File: src/rtl/fifo_wr_arbiter.sv
// Round-robin, credit-flow-controlled write arbiter sharing one FIFO write port
// among N producers, with a per-requester burst limit before priority rotates.
module fifo_wr_arbiter #(
  parameter int unsigned N         = 4,
  parameter int unsigned WIDTH     = 8,
  parameter int unsigned DEPTH     = 16,
  parameter int unsigned MAX_BURST = 4
) (
  input  logic                       clk,
  input  logic                       reset,
  input  logic [N-1:0]               req_valid,
  input  logic [N*WIDTH-1:0]         req_data,
  output logic [N-1:0]               req_ready,
  input  logic                       credit_return,
  output logic                       fifo_wr_en,
  output logic [WIDTH-1:0]           fifo_wr_data,
  output logic [$clog2(N)-1:0]       fifo_wr_src,
  output logic [$clog2(DEPTH+1)-1:0] credits,
  output logic                       credit_err
);

  localparam int unsigned IW = $clog2(N);
  localparam int unsigned CW = $clog2(DEPTH + 1);
  localparam int unsigned BW = $clog2(MAX_BURST + 1);

  logic [IW-1:0]    rr_ptr_q, rr_ptr_d;
  logic [IW-1:0]    last_id_q, last_id_d;
  logic [BW-1:0]    burst_cnt_q, burst_cnt_d;
  logic [CW-1:0]    credits_q, credits_d;
  logic             credit_err_q, credit_err_d;
  logic             wr_en_q, wr_en_d;
  logic [WIDTH-1:0] wr_data_q, wr_data_d;
  logic [IW-1:0]    wr_src_q, wr_src_d;

  logic             win_vld;
  logic [IW-1:0]    win_id;
  logic [IW-1:0]    scan_id;
  logic             accept;
  logic [BW-1:0]    cnt_nxt;

  // Index addition modulo N; operands are always below N so one subtraction suffices.
  function automatic logic [IW-1:0] wrap_add(input logic [IW-1:0] a, input int unsigned b);
    logic [IW:0] s;
    s = {1'b0, a} + (IW+1)'(b);
    if (s >= (IW+1)'(N)) s = s - (IW+1)'(N);
    return s[IW-1:0];
  endfunction

  // Scan from rr_ptr downward in priority; the lowest offset written last wins.
  always_comb begin
    win_vld = 1'b0;
    win_id  = '0;
    scan_id = '0;
    for (int unsigned k = N; k > 0; k--) begin
      scan_id = wrap_add(rr_ptr_q, k - 1);
      if (req_valid[scan_id]) begin
        win_vld = 1'b1;
        win_id  = scan_id;
      end
    end
  end

  assign accept = win_vld & (credits_q != '0);

  always_comb begin
    req_ready = '0;
    if (accept && !reset) req_ready[win_id] = 1'b1;
  end

  always_comb begin
    rr_ptr_d     = rr_ptr_q;
    last_id_d    = last_id_q;
    burst_cnt_d  = burst_cnt_q;
    credits_d    = credits_q;
    credit_err_d = credit_err_q;
    wr_en_d      = 1'b0;
    wr_data_d    = wr_data_q;
    wr_src_d     = wr_src_q;
    cnt_nxt      = (win_id == last_id_q) ? burst_cnt_q + BW'(1) : BW'(1);

    if (accept) begin
      wr_en_d   = 1'b1;
      wr_data_d = req_data[win_id*WIDTH +: WIDTH];
      wr_src_d  = win_id;
      last_id_d = win_id;
      if (cnt_nxt == BW'(MAX_BURST)) begin
        rr_ptr_d    = wrap_add(win_id, 1);
        burst_cnt_d = '0;
      end else begin
        rr_ptr_d    = win_id;
        burst_cnt_d = cnt_nxt;
      end
    end

    // Simultaneous accept and return cancel, even at a full credit pool.
    case ({accept, credit_return})
      2'b10: credits_d = credits_q - CW'(1);
      2'b01: begin
        if (credits_q == CW'(DEPTH)) credit_err_d = 1'b1;
        else                         credits_d    = credits_q + CW'(1);
      end
      default: ;
    endcase
  end

  always_ff @(posedge clk or posedge reset) begin
    if (reset) begin
      rr_ptr_q     <= '0;
      last_id_q    <= '0;
      burst_cnt_q  <= '0;
      credits_q    <= CW'(DEPTH);
      credit_err_q <= 1'b0;
      wr_en_q      <= 1'b0;
      wr_data_q    <= '0;
      wr_src_q     <= '0;
    end else begin
      rr_ptr_q     <= rr_ptr_d;
      last_id_q    <= last_id_d;
      burst_cnt_q  <= burst_cnt_d;
      credits_q    <= credits_d;
      credit_err_q <= credit_err_d;
      wr_en_q      <= wr_en_d;
      wr_data_q    <= wr_data_d;
      wr_src_q     <= wr_src_d;
    end
  end

  assign fifo_wr_en   = wr_en_q;
  assign fifo_wr_data = wr_data_q;
  assign fifo_wr_src  = wr_src_q;
  assign credits      = credits_q;
  assign credit_err   = credit_err_q;

endmodule

File: config.mk
export PLATFORM = sky130hd
export DESIGN_NAME = fifo_wr_arbiter
export DESIGN_NICKNAME = d
export VERILOG_FILES = /design/src/rtl/fifo_wr_arbiter.sv
export SDC_FILE = /design/constraint.sdc
export NUM_CORES = 1
export LEC_CHECK = 0
export CAP_MARGIN = 20
export CORE_MARGIN = 2
export CORE_UTILIZATION = 30
export CTS_CLUSTER_DIAMETER = 50
export CTS_CLUSTER_SIZE = 16
export DETAILED_ROUTE_END_ITERATION = 8
export PLACE_DENSITY = 0.58
export REMOVE_ABC_BUFFERS = 1
export SETUP_SLACK_MARGIN = 0.3
export SLEW_MARGIN = 20
export SYNTH_ARGS = -nofsm -noshare
export SYNTH_HDL_FRONTEND = slang
export SYNTH_SLANG_ARGS = --single-unit
File: constraint.sdc
create_clock -name clk -period 5.25 [get_ports clk]
set_input_delay 0.525 -clock clk [delete_from_list [all_inputs] [get_ports clk]]
set_output_delay 0.525 -clock clk [all_outputs]
set_load 0.01 [all_outputs]
* Word-level counts from Yosys, hierarchy flattened
Cells that the tools add are included.
** Word-level totals
- Bits in registers :: 22
- Bits of input ports :: 39
- Output and inout port bits :: 21
- Word-level logic and storage cells :: 75
** Operators by class
- Add/subtract/negate cells :: 12
- Magnitude comparators :: 11
- Eq/ne operators :: 6
- Shifts and indexed selects :: 1
- Mux-type cells :: 30
- Bitwise logic cells :: 1
- Reduce and logical (&&, ||, !) cells :: 7
** Operators with widths (number)
- 32-bit by 6-bit indexed part select with 8-bit output :: 1
- 2-bit two-way mux :: 10
- 2-bit by 3-bit less-than comparator with 1-bit output (second input constant) :: 5
- 3-bit greater-or-equal comparator (second input constant) :: 4
- 1-bit two-way mux :: 10
- 5-bit one-hot mux with 2 select lines :: 1
- 2-bit by 1-bit subtractor with 2-bit output (second input constant) :: 5
- 1-bit binary-select mux with 2-bit select :: 4
- 2-bit by 1-bit adder with 3-bit output (second input constant) :: 2
- 2-bit by 2-bit adder with 3-bit output (second input constant) :: 2
- 3-bit two-way mux :: 2
- 5-bit by 1-bit adder with 5-bit output (second input constant) :: 1
- 5-bit equality test (second input constant) :: 1
- 5-bit two-way mux :: 1
- 5-bit nonzero test :: 1
- 5-bit by 1-bit subtractor with 5-bit output (second input constant) :: 1
- 4-bit two-way mux :: 1
- 2-bit AND reduction :: 2
- 3-bit by 1-bit adder with 3-bit output (second input constant) :: 1
- 3-bit equality test (second input constant) :: 1
- 2-bit by 3-bit greater-or-equal comparator with 1-bit output (second input constant) :: 1
- 1-bit demux with 2-bit select :: 1
- 2-bit by 1-bit equality test with 1-bit output (second input constant) :: 1
- 2-bit equality test :: 1
- other kinds (7) :: 8

* Depth between registers and ports, before layout
- Depth after elaboration :: 14
- Gate-level depth with buffers :: 12

* Worst setup path before layout
OpenSTA, ideal clock, no wires.
- Path type :: reg2reg
- From :: register credits_q[0], in the netlist credits[0]
- To :: register credits_q[4], in the netlist credits[4]
- Setup time :: 0.088 ns
- Arrival time :: 2.901 ns
- Path slack :: 2.261 ns
- Cell stages (with the launch flop) :: 13
- Period minus slack after synthesis :: 2.989 ns
- Path through :: dfrtp_1 or4_1 nor2_2 or2_1 buf_6 buf_2 nand2_1 fa_1 a21o_1 a21o_1 or3_1 nand3_1 o211ai_1
** On the way
- Cells in the longest elaborated chain, start to end :: 5
** RTL lines
- start, declared :: line 29 : logic [CW-1:0] credits_q, credits_d;
- start signal, assigned :: line 111 : credits_q <= CW'(DEPTH);
- start signal, assigned :: line 120 : credits_q <= credits_d;
- parallel branches: the longest is 5 deep, another holds 5-bit by 1-bit adder with 5-bit output
Several ways; the timed one is not identified. The select of a mux whose other input is x is not followed.
A chain may end at the register's enable or synchronous reset.

* Worst setup path after layout
- From :: input req_valid[0]
- To :: output req_ready[0]
** On the way
- Cells in the longest elaborated chain, start to end :: 11
** RTL lines
- start, declared :: line 11 : input logic [N-1:0] req_valid,
- 1-bit binary-select mux with 2-bit select :: line 56 : if (req_valid[scan_id]) begin
- 1-bit two-way mux (not written as such) :: line 56
- 2-bit two-way mux (3 in series) :: line 56
- 2-bit two-way mux * :: line 56
- named net win_id[1] :: line 36 : logic [IW-1:0] win_id;
- 2-bit by 3-bit less-than comparator with 1-bit output (not written as such) / 2-bit by 1-bit greater-or-equal comparator with 1-bit output (equally long branches) :: line 67 : if (accept && !reset) req_ready[win_id] = 1'b1;
- 1-bit logical AND (not written as such) :: line 67
- 1-bit two-way mux (not written as such) :: line 67
- 1-bit demux with 2-bit select * :: line 67
- 4-bit two-way mux * :: line 67
- end, declared :: line 13 : output logic [N-1:0] req_ready,
Mark *: on every way through the listed nets, which the timed path passes. The rest lies on a longest branch. The select of a mux whose other input is x is not followed.

==> summary.md <==
| Metric | Value |
|---|---|
| Status | completed |
| Internal power component | 0.000680 W |
| Signed area change from the synthesized netlist to the final layout | 48.1% |
| Total I/O pin count | 60 |
| Largest net degree at the start of global routing | 27 |
| Initial antenna violation count | 0 |
| Register share of total power | ~30% |
| Number of global-route vias before repair | 1201 |
| Actual transition at the worst max-transition pin | roughly 0.62 ns |
| Worst path arrival time | roughly 3.0 ns |
| Sum of negative setup slack | 0 ns |
| Number of synthesized register bits | 22 |
| TritonCTS clock tree | built |
| Critical Path Max Stage Delay | roughly 0.5 ns |
| Post-layout minimum cycle time | 3.53 ns |
| Number of optimization iterations in the first detailed-route pass | 4 |
| Worst reg-to-reg path cell count | 11 |
| H-tree depth | 1 |
| Cells along the critical path | clkdlybuf4s50_1 > a21oi_1 > o21a_1 > o22a_1 > clkinv_1 > ha_1 > and3_1 > clkdlybuf4s50_1 |
| Clock group share of total power | between 10% and 20% |
| Die Area | roughly 5600 sq um |
| Total wirelength of the detailed-routed design | 3.17 mm |
| Number of gates resized after cts | 0 |
| Final hold slack | 0.471 ns |
| Critical R2R Capture | credits[4] |
| Clock network latency to the later pin of the worst-skew pair | roughly 0.26 ns |
| Synth Instances | approximately 160 |
| Sequential share of the synthesized area | about 37% |
| Global placer's final weighted congestion | 0.697 |
| Most Frequent Cell on Critical Path | clkdlybuf4s50_1 |
| Endpoint class of the critical path | output pin |
| Final ANT Viol Nets | 0 |
| Die outline width | ~75 um |
| Leakage power summed over all cells | about 0.92 nW |
| Overall Global Routing Usage | around an eighth |
| Final worst setup slack | between 1.5 and 2 ns |
| Power per cell area | between 400 and 500 nW/um^2 |
| Avg WL per Cell | between 10 and 15 um |
| Synthesized area | approximately 1500 sq um |
| Switching power as a share of total power | between 30% and 40% |
| Worst setup skew after layout | about 0.0038 ns |
| Number of max-capacitance violations reported | 0 |
| Unrepaired setup endpoints after global routing | false |
| Number of distinct library cells after synthesis | 42 |
| Setup Buffers After CTS | 0 |
| Total stage count of the critical path | 8 |
| Die Height | approximately 75 um |
| HPWL after detailed placement | around 2.4 mm |
| Number of design-rule violations left by the first detailed-router iteration | 29 |
| Slowest stage cell on the critical path | clkdlybuf4s50_1 |
| Clock input transition at the sequential cells of the worst setup and hold paths | approximately 0.08 ns |
| Number of warning messages in the yosys log | 0 |
| Startpoint of the lowest-slack hold path | credit_err |
| Area of the core region | approximately 4800 sq um |
| Setup slack of the worst register-to-register path | between 2 and 2.5 ns |
| Switching Power | ~0.0004 W |
| Per-instance average area after synthesis | 9.53 sq um |
| Number of antenna repair diodes | 0 |
| Path category of the worst min-delay check | register to register |
| Family with the most delay on the worst path | buffers and inverters |
| Most common library cell in the layout ignoring fill and taps | clkdlybuf4s50_1 |
| Portion of total power attributed to combinational logic | between 50% and 60% |
| Critical path type | input port to output pin |
| Worst slew margin relative to its limit | between 50% and 60% |
| Largest fanout of any net on the critical path | 20 |
| Highest achievable clock rate | between 200 and 300 MHz |
| Hold-critical path endpoint | credit_err |
| Post-route fraction of the period consumed by the critical path | approximately 67% |
| Cell count of the worst hold path | 1 |
| Worst setup slack before clock tree synthesis | around 1.6 ns |
| Peak supply drop | 0.159 mV |
| Beginning of the worst register-to-register path | credits[0] |
| Number of placement rows | 25 |
| Required arrival time at the worst endpoint | roughly 4.7 ns |
| Nature of the critical path startpoint | input port |
| Count of vias placed by the detailed router | between 1000 and 1500 |
| Final setup vio count | 0 |
| Power, Total | roughly 0.0011 W |
| Quantity of hold-fixing buffers added after cts | 0 |
| Wire length of the first global-routing pass | 5.43 mm |
| Fraction of final layout cells with drive strength greater than 1 | approximately an eighth |
| Total global routing overflow | 0 |
| Nets | 265 |
| Initial standard-cell utilization of the core | 31.5% |
| Average via count per standard cell | between 4 and 5 |
| Max Transition Viols Final | 0 |
| Commonest cells after routing, fill and taps aside | 59 x clkdlybuf4s50_1, 21 x nand2_1, 21 x dfrtp_1, 19 x o21ai_0, 11 x mux2_2 |
| Clock Path Buffers | 2 |
| Count of buffers from port buffering | a little under 60 |
| DRC viols | 0 |
| Count of endpoints failing hold in the final timing report | 0 |
| Total clock sinks | 22 |
| Critical path buffers and inverters | 3 |
| Root Buffer | clkbuf_8 |
| CTS Buf Count | 3 |
-- cell usage after synthesis --
master	n	area [sq um]
or4_1	1	7.51
nand3_1	4	20.0
xor2_1	2	17.5
a21boi_0	2	15.0
a41o_1	1	10.0
or3_1	2	12.5
nor4_1	2	12.5
fa_1	1	20.0
clkinv_1	1	3.75
a21o_1	3	22.5
a31oi_1	3	18.8
inv_1	3	11.3
a32o_1	1	10.0
o22a_1	1	8.76
nor2b_1	1	6.26
clkbuf_1	1	3.75
buf_2	5	25.0
nor4_2	1	12.5
nand4_1	2	12.5
nand2b_1	2	12.5
buf_1	1	3.75
xnor2_1	3	26.3
or3b_1	1	8.76
mux2i_1	9	90.1
o21ai_0	19	95.1
dfrtp_1	21	526
and3_1	5	31.3
o211ai_1	1	7.51
a21oi_1	6	30.0
mux2_2	11	124
o221ai_2	1	15.0
or2_1	1	6.26
nor2_1	3	11.3
a31o_2	2	17.5
inv_2	1	3.75
nand2_1	21	78.8
nor2_2	1	6.26
o21a_1	1	7.51
ha_1	8	100
o21ai_4	1	16.3
buf_6	1	11.3
dfstp_2	1	26.3
-- final cells by class --
type                       instances  area, sq um
fill                             459         2560
multi-input combinational        123          891
timing repair buffer              62          613
sequential                        22          552
tap                               67         83.8
clock buffer                       3         41.3
clock inverter                     1         30.0
inverter                           5         18.8
-- flip-flops by register name, summed over array words and instances (netlist names) --
register / cells
fifo_wr_data: 8
last_id_q: 2
rr_ptr_q: 2
credits: 5
fifo_wr_en: 1
burst_cnt_q: 3
credit_err: 1
-- kinds of logic after synthesis --
| group | after synthesis | share of synthesized area [%] |
|---|---|---|
| AOI/OAI and AO/OA | 42 | 18.2 |
| and+or+nand+nor | 47 | 15.9 |
| muxes | 20 | 14.2 |
| adders and majority gates | 9 | 7.98 |
| DFF | 22 | 36.7 |
| buffers and inverters | 13 | 4.15 |
| xor gates and xnor gates | 5 | 2.91 |
-- worst max path at each step --
stage                       from            to  slack [ns]
CTS                 req_valid[0]  req_ready[0]        1.63
floorplan             credits[0]    credits[4]        2.12
detailed placement  req_valid[3]    credits[4]        1.63
finish              req_valid[0]  req_ready[0]        1.72
global placement    req_valid[0]  req_ready[0]        1.69
global route        req_valid[0]  req_ready[0]        1.47
-- per-stage QoR --
stage          utilization, %  instance area [sq um]  std cells
2_1_floorplan               -                   1460        150
3_3_place_gp             45.1                   2160        279
3_5_place_dp             45.1                   2160        279
4_1_cts                  46.6                   2230        283
5_1_grt                  46.6                   2230        283
6_report                 46.6                   2230        283
-- power groups by stage --
stage                     sequential (W)  clock [W]  combinational (W)
after floorplan                 0.000346          0           0.000337
after global placement          0.000327          0           0.000607
after detailed placement        0.000330          0           0.000607
after CTS                       0.000328   0.000164           0.000611
after global routing            0.000339   0.000169           0.000673
final                           0.000325   0.000158           0.000597
-- layer usage --
| metal | routed length [um] | vias to the layer above | track usage (%) |
|---|---|---|---|
| li1 | - | 683 | - |
| met1 | 1420 | 575 | 15.2 |
| met2 | 1510 | 41 | 20.7 |
| met3 | 241 | 0 | 5.49 |
| met4 | 0 | 0 | 1.19 |
| met5 | 0 | - | 0 |
Note: power is estimated with default switching activity, not from simulation.
